File: src/rtl/mac_argmax_classifier.sv
// Argmax over N_CLASSES signed scores per frame; emits winning index and its score.
// Latency: result_valid rises on the edge that accepts the final score.
// Backpressure: score_ready is low while a result waits; the producer stalls until result_ready.
module mac_argmax_classifier #(
  parameter int N_CLASSES = 10,
  parameter int DW        = 22,
  parameter int IDX_W     = 4
) (
  input  logic                    clk,
  input  logic                    rst,
  input  logic                    abort,
  input  logic                    score_valid,
  output logic                    score_ready,
  input  logic signed [DW-1:0]    score_in,
  output logic                    result_valid,
  input  logic                    result_ready,
  output logic [IDX_W-1:0]        digit,
  output logic signed [DW-1:0]    max_score,
  output logic                    busy
);

  typedef enum logic [1:0] {
    IDLE    = 2'd0,
    COLLECT = 2'd1,
    DONE    = 2'd2
  } state_t;

  typedef struct packed {
    logic [IDX_W-1:0]     idx;
    logic signed [DW-1:0] score;
  } cand_t;

  localparam logic [IDX_W-1:0] LAST_IDX = IDX_W'(N_CLASSES - 1);
  localparam logic [IDX_W-1:0] IDX_ONE  = IDX_W'(1);

  state_t           state;
  state_t           state_nxt;
  logic [IDX_W-1:0] cnt;
  cand_t            best;
  cand_t            cand;
  logic             score_acc;
  logic             last;

  assign score_ready = (state != DONE);
  assign score_acc   = score_valid && score_ready;

  // cand is the post-compare working value for the score currently on score_in
  always_comb begin
    cand         = best;
    last         = 1'b0;
    state_nxt    = state;
    busy         = 1'b0;
    result_valid = 1'b0;
    case (state)
      IDLE: begin
        cand.idx   = '0;
        cand.score = score_in;
        last       = (N_CLASSES == 1);
        if (score_acc) begin
          state_nxt = last ? DONE : COLLECT;
        end
      end
      COLLECT: begin
        busy = 1'b1;
        if ($signed(score_in) > $signed(best.score)) begin
          cand.idx   = cnt;
          cand.score = score_in;
        end
        last = (cnt == LAST_IDX);
        if (score_acc && last) begin
          state_nxt = DONE;
        end
      end
      DONE: begin
        result_valid = 1'b1;
        if (result_ready) begin
          state_nxt = IDLE;
        end
      end
      default: state_nxt = IDLE;
    endcase
    if (abort) begin
      state_nxt = IDLE;
    end
  end

  always_ff @(posedge clk or negedge rst) begin
    if (!rst) begin
      state     <= IDLE;
      cnt       <= '0;
      best      <= '0;
      digit     <= '0;
      max_score <= '0;
    end else begin
      state <= state_nxt;
      if (abort) begin
        cnt <= '0;
      end else if (score_acc) begin
        best <= cand;
        cnt  <= last ? '0 : cnt + IDX_ONE;
        // outputs move only on the edge that completes the frame
        if (last) begin
          digit     <= cand.idx;
          max_score <= cand.score;
        end
      end else if (result_valid && result_ready) begin
        cnt <= '0;
      end
    end
  end

endmodule

File: config.mk
export PLATFORM = sky130hd
export DESIGN_NAME = mac_argmax_classifier
export DESIGN_NICKNAME = d
export VERILOG_FILES = /design/src/rtl/mac_argmax_classifier.sv
export SDC_FILE = /design/constraint.sdc
export NUM_CORES = 1
export LEC_CHECK = 0
export CAP_MARGIN = 20
export CORE_MARGIN = 3
export CORE_UTILIZATION = 30
export DETAILED_ROUTE_END_ITERATION = 10
export MAX_ROUTING_LAYER = met4
export SLEW_MARGIN = 20
export SYNTH_ARGS = -nofsm -noshare
export SYNTH_HDL_FRONTEND = slang
export SYNTH_SLANG_ARGS = --single-unit
File: constraint.sdc
create_clock -name clk -period 7.6 [get_ports clk]
set_input_delay 0.76 -clock clk [delete_from_list [all_inputs] [get_ports clk]]
set_output_delay 0.76 -clock clk [all_outputs]
set_load 0.005 [all_outputs]
### Word-level counts from Yosys, hierarchy flattened

Cells that the tools add are included.

| word-level totals | value |
|---|---|
| bits in registers | 58 |
| output and inout bits | 29 |
| word-level logic and storage cells | 38 |
| input port bits | 27 |

| cells by class | value |
|---|---|
| eq/ne operators | 7 |
| add/sub/neg operators | 1 |
| muxes and demuxes | 14 |
| $lt $le $gt $ge | 1 |
| bitwise logic cells | 1 |
| reductions and logical operators | 8 |

Operators by type and width:

| cell | number |
|---|---|
| 26-bit case mux with 2 select lines | 1 |
| 26-bit 2-to-1 mux | 1 |
| 22-bit greater-than comparator | 1 |
| 4-bit 2-to-1 mux | 4 |
| 3-bit inequality test, second input constant | 3 |
| 2-bit 2-to-1 mux | 4 |
| 2-bit case mux with 3 select lines | 1 |
| 3-bit AND reduction | 2 |
| 4-bit by 1-bit adder with 4-bit output, second input constant | 1 |
| 4-bit equality test, second input constant | 1 |
| 1-bit logical AND | 3 |
| 1-bit 2-to-1 mux | 3 |
| 3-bit nonzero test | 1 |
| 2-bit by 1-bit equality test with 1-bit output, second input constant | 1 |
| 2-bit equality test, second input constant | 1 |
| 2-bit zero test | 1 |
| 2-bit inequality test, second input constant | 1 |
| 2-bit AND reduction | 1 |
| 1-bit NOT | 1 |

### Logic depth before layout (Yosys ltp)

Gate-level depths: netlist (run 1).

| depth | value |
|---|---|
| depth after elaboration | 6 |
| mapped depth | 10 |
| gate-level depth less buffers | 8 |

### Least setup slack after synthesis (run 1)

OpenSTA, ideal clock, no wires.

| timing path | value |
|---|---|
| path type | input port to flip-flop |
| start | in score_in[21] |
| end | reg best[10] (netlist bit) |
| cell stages on the path | 8 |
| arrival | 3.049 ns |
| slack | 4.426 ns |
| library setup time | 0.125 ns |
| path buffers | 1 |
| required time | 7.475 ns |
| cell sequence | ha_1 -> nand4_2 -> nor4_4 -> o31ai_2 -> a311o_4 -> a311oi_4 -> buf_6 -> mux2_4 |

| on the way | value |
|---|---|
| word-level cells in the longest chain between the ends | 3 |

RTL lines:

| what | line | source |
|---|---|---|
| from (decl) | 14 | `input logic signed [DW-1:0] score_in,` |
| 22-bit greater-than comparator | 65 | `if ($signed(score_in) > $signed(best.score)) begin` |
| 26-bit 2-to-1 mux | 65 |  |
| 26-bit case mux with 2 select lines | 54 | `case (state)` |
| to (signal assigned) | 99 | `best <= cand;` |
| to (decl) | 39 | `cand_t best;` |

Every way passes these cells.
A chain may end at the register's enable or synchronous reset.

### Worst setup path in the final report (run 1)

Same ends and word-level chain as after synthesis.

==> run_results.csv, run 1 <==
group,metric,value,unit
sta,maxSlewHeadroom,0.366,
clock_network,post_cts_resized,0,
critical_path,crit_cells,9,
sta,setup_tns,0,ns
detailed_routing,dr.pass1.iters,4,
global_routing,grt_use_total,0.154,
sta,finClkSkew,0.00721,ns
floorplan,die_h,114,um
synthesis,synth_seq_cells,58,
detailed_routing,initialDrtViolationCount,141,
synthesis,syn-cell-area,3500,um2
global_routing,grt_pass1_wl,15.5,mm
final_layout,n_antenna_cell,0,
detailed_routing,vias_per_cell,5.45,
floorplan,rows,38,
synthesis,syn_nets,398,
critical_path,startpoint_type,"input port",
power,p_leak,0.00192,uW
sta,min_period,4.15,ns
sta,setup_violations,0,
floorplan,die_area,13000,um2
flow_run,cap_violations,0,
sta,final_max_slew_viol_count,0,
power,power.density,236,nW/um2
critical_path,critPathBufInv,2,
global_routing,grt_start_max_net_pins,59,
final_layout,area_growth,27.5,%
critical_path,worstSetupEndpointType,"register",
floorplan,io_pins,56,
place,placed_area,4150,um2
hold_path,hold_path_depth,2,
sta,hold_viol_final,0,
clock_network,cts_tree,"yes",
clock_network,clk_path_buf_depth,2,
synthesis,synthesis.instances,347,
critical_path,r2r_slack,3.97,ns
power,total_power,1050,uW
synthesis,ys_warn_count,0,
floorplan,fp.coreArea,11100,um2
clock_network,postCtsSetupBuffers,0,
status,status,"finished clean",
global_routing,gr-usage-met1,0.203,
critical_path,reg2reg_to,"best[10]$_DFFE_PN0P_",
detailed_routing,wirelength,9.04,mm
final_layout,final_cell_mix,"dfrtp_1, clkdlybuf4s50_1, nand4_1",
floorplan,start_util,0.314,
critical_path,cp.arrival,4.35,ns
final_layout,register_area,1450,um2
critical_path,critical_path.top_delay_family,"compound AO/OA/AOI/OAI gates",
global_routing,gr-usage-met3,0.0318,
clock_network,clkLatencyLatePin,0.33,ns
detailed_routing,vias,2930,
critical_path,critPathKind,"in2reg",
final_layout,multi_input_area,1840,um2
synthesis,synth-edff-count,0,
global_routing,overflow,0,
global_routing,antenna_found_initial,0,
detailed_routing,remaining_drc_errors,0,
hold_path,hold_path.class,"reg2reg",
critical_path,worstReg2RegStart,"best[21]$_DFFE_PN0P_",
synthesis,syn_area_per_cell,10.1,um2
clock_network,clock-root-buffer,"clkbuf_16",
critical_path,cp_max_fo,12,
hold_path,holdPathEnd,"digit[2]$_DFFE_PN0P_",
clock_network,h-tree-depth,3,
floorplan,die_x,114,um
hold_path,hold_start,"digit[2]$_DFFE_PN0P_",
critical_path,reg2regPathDepth,9,
global_routing,busiest_layer,"met2",
detailed_routing,postRouteAntennaNets,0,
place,globalplace.congestion,0.805,
sta,tightest_slew,0.949,ns
place,numPortBuffers,55,
synthesis,async_reset_ff_frac,1.00,
clock_network,clkSlewWorstSetupHoldPaths,0.05,ns
global_routing,met2_usage,0.236,
final_layout,final_common_cell,"dfrtp_1",
global_routing,grt_pass1_vias,3029,
clock_network,clock-sinks,58,
place,dpl.hpwl,6.14,mm
sta,max_freq,241,MHz
sta,rsz0062_at_grt,"false",
synthesis,ys_types,43,
critical_path,crit_required,7.80,ns
power,ir_drop,0.110,mV
synthesis,yosysSeqAreaShare,0.415,
final_layout,finish.instance_area,4460,um2
final_layout,layout-drive-gt1-share,0.133,
clock_network,cts-hold-fix-buffers,0,
critical_path,critPathMaxStageDelay,0.83,ns
final_layout,nFillCells,1120,
detailed_routing,wl_per_cell,16.8,um
critical_path,crit_chain,"clkdlybuf4s50_1 -> ha_1 -> nand4_2 -> nor4_4 -> o31ai_2 -> a311o_4 -> a311oi_4 -> buf_4 -> mux2_4",
sta,finalCritPeriodShare,0.546,
final_layout,fin_nets,445,
clock_network,cts_buffers,9,
synthesis,synth_flop_cell,"dfrtp_1",
critical_path,cpMaxStageDelayCell,"a311oi_4",
==> cell usage after synthesis, drive strengths merged, types with 2 or more instances <==
cell type | n | share of area
a21oi | 11 | 0.016
a311o | 3 | 0.011
a311oi | 2 | 0.010
a31oi | 21 | 0.038
and2 | 3 | 0.0054
and4 | 2 | 0.0057
buf | 2 | 0.0064
clkbuf | 22 | 0.024
dfrtp | 58 | 0.42
ha | 24 | 0.086
inv | 30 | 0.032
mux2 | 22 | 0.092
nand2 | 18 | 0.019
nand2b | 4 | 0.0072
nand3 | 7 | 0.010
nand4 | 33 | 0.061
nor2 | 26 | 0.028
nor2b | 2 | 0.0036
nor3 | 2 | 0.0029
o211ai | 6 | 0.013
o21ai | 10 | 0.014
o311ai | 21 | 0.053
o31ai | 4 | 0.010
==> how the worst max path moves through the flow <==
stage	start	endpoint	slack, ns
2_1_floorplan	score_in[21]	best[10]$_DFFE_PN0P_	4.43
3_3_place_gp	score_in[21]	best[17]$_DFFE_PN0P_	3.19
3_5_place_dp	score_in[21]	best[16]$_DFFE_PN0P_	3.11
4_1_cts	score_in[21]	best[10]$_DFFE_PN0P_	3.43
5_1_grt	score_in[21]	best[19]$_DFFE_PN0P_	3.19
6_report	score_in[21]	best[10]$_DFFE_PN0P_	3.45
==> logic make-up (layout without fill, tap and decap cells) <==
kind of cell,after synthesis,in the layout,synth area share
flip-flops,58,58,0.415
multiplexers,22,22,0.0923
buffers and inverters,54,105,0.0623
adder cells (fa/ha/maj),24,24,0.0859
AND/OR/NAND/NOR,104,104,0.162
AO/OA/AOI/OAI,85,85,0.183
==> layer usage <==
| metal | wire, um | vias up |
|---|---|---|
| met1 | 4120 | 1443 |
| met2 | 4390 | 69 |
| met3 | 437 | 7 |
| met5 | 0 | - |
| li1 | - | 1411 |
| met4 | 93 | 0 |
==> state kept, by name (all words and copies together) (netlist names) <==
signal / cells
best: 26
max_score: 22
cnt: 4
digit: 4
state: 2
==> stage by stage <==
stage                     setup slack (ns)  utilization  instances  hold slack [ns]
after global routing                  3.19        0.401        538            0.535
after floorplan                       4.43            -        347            0.460
after global placement                3.19        0.373        521            0.483
final                                 3.45        0.401        538            0.486
after detailed placement              3.11        0.373        521            0.482
after CTS                             3.43        0.397        536            0.493
==> where the power goes <==
group          internal, uW  switching [uW]
Clock                   234             136
Combinational           127             176
Sequential              346            32.5
Total                   707             345
==> worst register-to-register path, cell delays in order, from the launching register on <==
cell	delay [ns]
dfrtp_1	0.37
inv_1	0.05
ha_1	0.36
nand4_2	0.19
nor4_4	0.35
o31ai_2	0.18
a311o_4	0.45
a311oi_4	0.84
buf_4	0.39
mux2_4	0.33
==> final cells by class <==
class	count	area share
Sequential cell	58	0.326
Tap cell	140	0.0393
Clock inverter	3	0.00337
Multi-Input combinational cell	235	0.413
Timing Repair Buffer	60	0.136
Inverter	30	0.0253
Clock buffer	12	0.0575
(Power assumes the default switching activity.)
==> run 2: changes to the inputs <==
clock period = 4.2 ns   (was 7.6 ns; I/O delays follow)
==> run 2 against run 1 <==
  * Worst setup slack got worse by 2.5 ns
  * Critical path depth is the same
  * Total power increased by 93%
  * Combinational power up 83%
  * Core utilization rose by 0.36 points
  * Clock skew increased by 0.00099 ns
  * Global-route usage down 0.21 points
  * Register-to-register slack got worse by 2.8 ns
  * Critical endpoint is now best[1]$_DFFE_PN0P_
  * Largest power group is now clock
==> run_results.csv, run 2 (synthesis results as in run 1) <==
group,metric,value,unit
detailed_routing,vias,2949,
clock_network,cts_tree,"yes",
sta,finClkSkew,0.00820,ns
critical_path,crit_required,4.41,ns
status,status,"finished clean",
floorplan,fp.coreArea,11100,um2
clock_network,clock-root-buffer,"clkbuf_16",
final_layout,reg_top3,"best: 26 flops, max_score: 22 flops",
sta,rsz0062_at_grt,"false",
clock_network,cts-hold-fix-buffers,0,
final_layout,area_growth,28.7,%
detailed_routing,wirelength,9.07,mm
critical_path,critPathKind,"in2reg",
sta,finalCritPeriodShare,0.770,
global_routing,grt_use_total,0.152,
global_routing,antenna_found_initial,0,
clock_network,cts_buffers,9,
global_routing,overflow,0,
floorplan,start_util,0.314,
floorplan,rows,38,
detailed_routing,dr.pass1.iters,4,
global_routing,grt_pass1_wl,15.4,mm
flow_run,cap_violations,0,
critical_path,startpoint_type,"input port",
power,power.density,452,nW/um2
sta,max_freq,309,MHz
clock_network,clkSlewWorstSetupHoldPaths,0.05,ns
clock_network,postCtsSetupBuffers,0,
global_routing,grt_start_max_net_pins,59,
power,ir_drop,0.239,mV
global_routing,grt_pass1_vias,2991,
sta,setup_violations,0,
sta,hold_viol_final,0,
sta,final_max_slew_viol_count,0,
detailed_routing,initialDrtViolationCount,187,
final_layout,fin_nets,447,
place,numPortBuffers,55,
detailed_routing,vias_per_cell,5.45,
sta,worst_slack,0.966,ns
clock_network,clkLatencyLatePin,0.33,ns
sta,maxSlewHeadroom,0.295,
place,place_ws,0.611,ns
floorplan,io_pins,56,
critical_path,worstSetupEndpointType,"register",
detailed_routing,postRouteAntennaNets,0,
final_layout,final_cell_mix,"dfrtp_1, clkdlybuf4s50_1, nand4_1",
critical_path,cp_max_fo,11,
clock_network,clock-sinks,58,
final_layout,largest_reg_flops,26,
floorplan,die_h,114,um
final_layout,n_antenna_cell,0,
power,p_leak,0.00193,uW
critical_path,cp.arrival,3.44,ns
place,dpl.hpwl,6.06,mm
detailed_routing,wl_per_cell,16.8,um
final_layout,final_util,0.404,
detailed_routing,remaining_drc_errors,0,
final_layout,top_register,"best",
hold_path,hold_path.class,"in2async",
floorplan,die_area,13000,um2
place,globalplace.congestion,0.804,
clock_network,h-tree-depth,3,
clock_network,clk_path_buf_depth,2,
final_layout,layout-drive-gt1-share,0.140,
sta,setup_tns,0,ns
sta,tightest_slew,1.05,ns
final_layout,final_common_cell,"dfrtp_1",
sta,min_period,3.23,ns
floorplan,die_x,114,um
clock_network,post_cts_resized,0,
run 2: cell count changes in the layout (fill, tap and decap cells not counted), sizes merged:
cell / change
buf: +2
bufinv: +2
clkbuf: -1
clkinv: -1
clkinvlp: +1
run 2: report_power, final:
group / total [uW] / internal [uW] / switching, uW
clock network: 794 / 533 / 261
logic: 554 / 234 / 321
registers: 683 / 625 / 57.4
total: 2030 / 1390 / 640
run 2: path summary, 6_finish.rpt:
path,end,slack (ns),depth (start not counted),start
worst max-delay path,best[1]$_DFFE_PN0P_,0.97,9,score_in[21]
worst min-delay path,max_score[4]$_DFFE_PN0P_,0.25,2,rst
worst max register to register,best[1]$_DFFE_PN0P_,1.15,9,best[21]$_DFFE_PN0P_
worst min register to register,digit[2]$_DFFE_PN0P_,0.50,2,digit[2]$_DFFE_PN0P_
max in group asynchronous,max_score[17]$_DFFE_PN0P_,3.44,2,rst
min in group clk,digit[2]$_DFFE_PN0P_,0.50,2,digit[2]$_DFFE_PN0P_
run 2: layout make-up:
cell class                 instances  area, um2
timing repair buffer              62        598
tap                              140        175
inverter                          30        113
clock inverter                     5       77.6
sequential                        58       1450
clock buffer                      11        243
fill                            1110       6630
multi-input combinational        235       1840
run 2: worst max-delay path, stage by stage:
cell and delay, ns:
clkdlybuf4s50_1 0.47, ha_1 0.39, a21oi_1 0.18, o21ai_0 0.12, a21oi_1 0.43, nand4_1 0.39, a311oi_4 0.38, buf_4 0.29
mux2_2 0.36
run 2: stage by stage:
step | area, um2 | cells | hold slack (ns) | total power (uW)
6_report | 4500 | 541 | 0.248 | 2030
5_1_grt | 4500 | 541 | 0.319 | 2150
4_1_cts | 4500 | 541 | 0.284 | 2040
3_5_place_dp | 4180 | 525 | 0.503 | 1240
3_3_place_gp | 4180 | 525 | 0.485 | 1230
2_1_floorplan | 3500 | 347 | 0.124 | 1070
run 2: metal layers:
layer | part of all wire | GRT usage | vias up
li1 | - | - | 1419
met1 | 0.47 | 0.196 | 1459
met2 | 0.47 | 0.235 | 61
met3 | 0.049 | 0.0419 | 10
met4 | 0.011 | 0.0404 | 0
met5 | 0 | - | -
